File: src/rtl/pitch_sched_pkg.sv
// rtl/pitch_sched_pkg.sv - shared buffer-state and stage-FSM types for the ping-pong scheduler
package pitch_sched_pkg;

  typedef enum logic [1:0] {
    BUF_EMPTY = 2'd0,
    BUF_FULL  = 2'd1,
    BUF_BUSY  = 2'd2
  } buf_state_t;

  typedef enum logic {
    STAGE_IDLE = 1'b0,
    STAGE_BUSY = 1'b1
  } stage_state_t;

endpackage

File: src/rtl/stage_handshake.sv
// rtl/stage_handshake.sv - idle/busy start-done handshake for one processing stage
module stage_handshake
  import pitch_sched_pkg::*;
(
  input  logic clk,
  input  logic rst_n,
  input  logic start_ok,
  input  logic done,
  output logic go,
  output logic launch,
  output logic finish
);

  stage_state_t state;

  // done while idle is a stray pulse and is dropped here
  assign launch = (state == STAGE_IDLE) && start_ok;
  assign finish = (state == STAGE_BUSY) && done;

  always_ff @(posedge clk or negedge rst_n) begin
    if (!rst_n) begin
      state <= STAGE_IDLE;
      go    <= 1'b0;
    end else begin
      go <= launch;
      case (state)
        STAGE_IDLE: if (launch) state <= STAGE_BUSY;
        STAGE_BUSY: if (finish) state <= STAGE_IDLE;
        default:    state <= STAGE_IDLE;
      endcase
    end
  end

endmodule

File: src/rtl/pingpong_stage_sched.sv
// rtl/pingpong_stage_sched.sv - two-window ping-pong scheduler for cart_to_polar/scaler/polar_to_cart; stats under SCHED_STATS_EN
module pingpong_stage_sched
  import pitch_sched_pkg::*;
#(
  parameter int CNT_W = 8
) (
  input  logic             clk,
  input  logic             rst_n,
  input  logic             c2p_done,
  output logic             c2p_ready,
  output logic             c2p_idx,
  output logic             scaler_go,
  output logic             scaler_win,
  input  logic             scaler_done,
  input  logic [7:0]       shift_amt_in,
  output logic [7:0]       shift_amt_out,
  output logic             p2c_go,
  output logic             p2c_buf,
  input  logic             p2c_done,
  output logic [CNT_W-1:0] drop_cnt,
  output logic [CNT_W-1:0] win_cnt
);

  buf_state_t pre_q  [0:1];
  buf_state_t post_q [0:1];
  logic       sc_idx;
  logic       p2c_idx;

  logic sc_start_ok, sc_launch, sc_finish;
  logic pc_start_ok, pc_launch, pc_finish;
  logic c2p_accept;

  assign c2p_ready   = (pre_q[c2p_idx] == BUF_EMPTY);
  assign c2p_accept  = c2p_done && c2p_ready;
  assign sc_start_ok = (pre_q[sc_idx] == BUF_FULL) && (post_q[sc_idx] == BUF_EMPTY);
  assign pc_start_ok = (post_q[p2c_idx] == BUF_FULL);

  stage_handshake u_scaler_hs (
    .clk      (clk),
    .rst_n    (rst_n),
    .start_ok (sc_start_ok),
    .done     (scaler_done),
    .go       (scaler_go),
    .launch   (sc_launch),
    .finish   (sc_finish)
  );

  stage_handshake u_p2c_hs (
    .clk      (clk),
    .rst_n    (rst_n),
    .start_ok (pc_start_ok),
    .done     (p2c_done),
    .go       (p2c_go),
    .launch   (pc_launch),
    .finish   (pc_finish)
  );

  // Each event only touches a buffer in a state no other same-cycle event can target,
  // so the updates below never collide on one element.
  always_ff @(posedge clk or negedge rst_n) begin
    if (!rst_n) begin
      pre_q[0]      <= BUF_EMPTY;
      pre_q[1]      <= BUF_EMPTY;
      post_q[0]     <= BUF_EMPTY;
      post_q[1]     <= BUF_EMPTY;
      c2p_idx       <= 1'b0;
      sc_idx        <= 1'b0;
      p2c_idx       <= 1'b0;
      scaler_win    <= 1'b0;
      p2c_buf       <= 1'b0;
      shift_amt_out <= 8'd0;
    end else begin
      if (c2p_accept) begin
        pre_q[c2p_idx] <= BUF_FULL;
        c2p_idx        <= ~c2p_idx;
      end
      if (sc_launch) begin
        pre_q[sc_idx]  <= BUF_BUSY;
        post_q[sc_idx] <= BUF_BUSY;
        scaler_win     <= sc_idx;
        shift_amt_out  <= shift_amt_in;
      end
      if (sc_finish) begin
        pre_q[sc_idx]  <= BUF_EMPTY;
        post_q[sc_idx] <= BUF_FULL;
        sc_idx         <= ~sc_idx;
      end
      if (pc_launch) begin
        post_q[p2c_idx] <= BUF_BUSY;
        p2c_buf         <= p2c_idx;
      end
      if (pc_finish) begin
        post_q[p2c_idx] <= BUF_EMPTY;
        p2c_idx         <= ~p2c_idx;
      end
    end
  end

`ifdef SCHED_STATS_EN
  logic c2p_drop;
  assign c2p_drop = c2p_done && !c2p_ready;

  always_ff @(posedge clk or negedge rst_n) begin
    if (!rst_n) begin
      drop_cnt <= '0;
      win_cnt  <= '0;
    end else begin
      if (c2p_drop && (drop_cnt != {CNT_W{1'b1}})) drop_cnt <= drop_cnt + 1'b1;
      if (pc_finish && (win_cnt != {CNT_W{1'b1}}))  win_cnt  <= win_cnt + 1'b1;
    end
  end
`else
  assign drop_cnt = '0;
  assign win_cnt  = '0;
`endif

endmodule

File: config.mk
export PLATFORM = sky130hd
export DESIGN_NAME = pingpong_stage_sched
export DESIGN_NICKNAME = d
export VERILOG_FILES = /design/src/rtl/pitch_sched_pkg.sv /design/src/rtl/stage_handshake.sv /design/src/rtl/pingpong_stage_sched.sv
export SDC_FILE = /design/constraint.sdc
export NUM_CORES = 1
export LEC_CHECK = 0
export ABC_AREA = 1
export CORE_MARGIN = 1.5
export CORE_UTILIZATION = 35
export DETAILED_ROUTE_END_ITERATION = 7
export HOLD_SLACK_MARGIN = 0.1
export PLACE_DENSITY = 0.74
export SETUP_SLACK_MARGIN = 0.3
export SLEW_MARGIN = 30
export SYNTH_ARGS = -nofsm -noshare
export SYNTH_HDL_FRONTEND = slang
export SYNTH_HIERARCHICAL = 1
export SYNTH_SLANG_ARGS = --single-unit
export TNS_END_PERCENT = 5
File: constraint.sdc
create_clock -name clk -period 4.1 [get_ports clk]
set_input_delay 0.82 -clock clk [delete_from_list [all_inputs] [get_ports clk]]
set_output_delay 0.82 -clock clk [all_outputs]
set_load 0.02 [all_outputs]
==> impl_metrics.toml <==
[timing]
fin_skew_ns = 0.00133
setup_violations = 0
setup_tns_ns = 0
rsz0062_at_grt = "no"
slew_violations = 0
hold_ws_ns = 0.459
tightest_slew_ns = 0.626
finalHoldViolations = 0
setup_ws_ns = 1.64
period_needed_ns = 2.46
period_share_pct = 60.1
fmax_mhz = 406
max-slew-margin-rel_pct = 58.2

[cts]
clk_latency_ns = 0.32
cts-root-buf = "clkbuf_4"
clkTransAtPathRegs_ns = 0.13
cts_resized = 0
cts_setup_buffers = 0
cts.sinks = 25
cts_tree = "yes"
htreeDepth = 1
cts_buffers = 3
clk_path_buf_depth = 2
hold_buffers = 0

[global_routing]
grt_pass1_vias = 787
antenna_found_initial = 0
grt_pass1_wl_mm = 3.49
grt-ovfl-total = 0
grt_max_degree = 26
track_usage_pct = 11.5

[synthesis]
synthCells = 128
synth_seq_cells = 25
yosysSeqAreaShare_pct = 50.2
syn_avg_cell_area_um2 = 9.74
syn-cell-area_um2 = 1250
ys_warn_count = 6
ys_types = 21

[pwr]
leakage_nw = 0.788
vdd_drop_max_mv = 0.187
p_per_area_nw_per_um2 = 771
finalPower_mw = 1.16

[critical_path]
slowest_delay_ns = 0.59
cp.arrival_ns = 1.64
path_common_cell = "nand2_1"
required_ns = 3.28
crit_family = "buffers and inverters"
r2r_setup_slack_ns = 2.20
critPathBufInv = 1
cp_cell_sequence = "nor2_1 -> nand2_1 -> nand2_1 -> clkdlybuf4s50_1"
crit_slowest_cell = "clkdlybuf4s50_1"
crit_type = "register to output port"
path_max_fanout = 5
end_kind = "output port"
start_kind = "register"

[route]
drc = 0
drt_pass1_iterations = 4
vias = 877
vias_per_cell = 4.36
drtIter0Drc = 12
wl_per_cell_um = 10.5
finalWirelength_mm = 2.12
ant_nets = 0

[floorplanning]
coreArea_um2 = 3360
fp.dieH_um = 62.7
io_pins = 43
dieArea_um2 = 3930
initial_utilization_pct = 37.1
rows = 21
die_x_um = 62.7

[cells_and_area]
synthToLayoutAreaGrowth_pct = 20.9
drive_gt1_share_pct = 15.5
multi_input_area_um2 = 473
fin_area_um2 = 1510
final_cell_mix = "dfrtp_1, clkdlybuf4s50_1, nand2_1"
n_antenna_cell = 0
fill_cells = 337
nNetsFinal = 169
finalCoreUtilization_pct = 44.8
seqCellArea_um2 = 626
stdcell_count = 201

[placement]
gp_congestion = 0.797
hpwl_mm = 1.59
numPortBuffers = 26
post-place-cells = 197
dp_slack_ns = 2.00
postPlaceCellArea_um2 = 1480

[status]
status = "complete, no violations"

[min_path]
hold_class = "primary input to async pin"

[run]
maxCapViolCount = 0
## Yosys cell counts, drive strengths merged
master,n,area [um^2]
inv,18,67.6
nand3,7,35.0
o21a,2,15.0
mux2,8,120
a31oi,1,6.26
a21boi,1,7.51
a21oi,5,32.5
buf,18,136
dfrtp,25,626
conb,1,3.75
o21ai,1,5.00
nand2,32,145
nor2,5,18.8
nor3,2,10.0
xor2,2,17.5
## path summary, 6_finish.rpt
| kind | endpoint | startpoint | cells after the start |
|---|---|---|---|
| max in group asynchronous | shift_amt_out[3] | rst_n | 1 |
| hold / removal | pre_q[0] | rst_n | 1 |
| setup reg to reg | post_q[0] | sc_idx | 10 |
| setup / recovery | c2p_ready | c2p_idx | 4 |
| hold reg to reg | scaler_win | scaler_win | 1 |
| min in group clk | scaler_win | scaler_win | 1 |
## registers in the layout, indices dropped and copies added, names as in the netlist
name	count
p2c_idx	1
scaler_win	1
c2p_idx	1
pre_q	4
u_scaler_hs/state	1
u_p2c_hs/go	1
p2c_buf	1
u_scaler_hs/go	1
shift_amt_out	8
sc_idx	1
post_q	4
u_p2c_hs/state	1
## power by group
| group | internal (mW) | switching (mW) |
|---|---|---|
| clock | 0.0366 | 0.0726 |
| combinational | 0.292 | 0.311 |
| sequential | 0.367 | 0.0817 |
## cells by family (layout without fill, tap and decap cells)
| family | count (synthesis) | in the layout | share of synthesized area (%) |
|---|---|---|---|
| xor+xnor | 2 | 2 | 1.41 |
| buf+inv | 36 | 48 | 16.4 |
| compound gates | 10 | 10 | 5.32 |
| other cells | 1 | 16 | 0.301 |
| flops | 25 | 25 | 50.2 |
| mux | 8 | 8 | 9.64 |
| simple gates | 46 | 46 | 16.8 |
## final cells by class
type                       instances  area share [%]
multi-input combinational         82            31.4
timing repair buffer              26            16.9
inverter                          18            4.49
clock inverter                     1           0.332
sequential                        25            41.5
tap                               46            3.82
clock buffer                       3            1.50
## routing by layer
| metal | routed length, um | vias to the layer above | GRT usage [%] |
|---|---|---|---|
| met2 | 1060 | 33 | 19.8 |
| met1 | 885 | 419 | 13.4 |
| met3 | 122 | 5 | 2.70 |
| met4 | 46 | 0 | 5.83 |
| met5 | 0 | - | 0 |
| li1 | - | 420 | - |
Power figures use the tool's default switching activity.
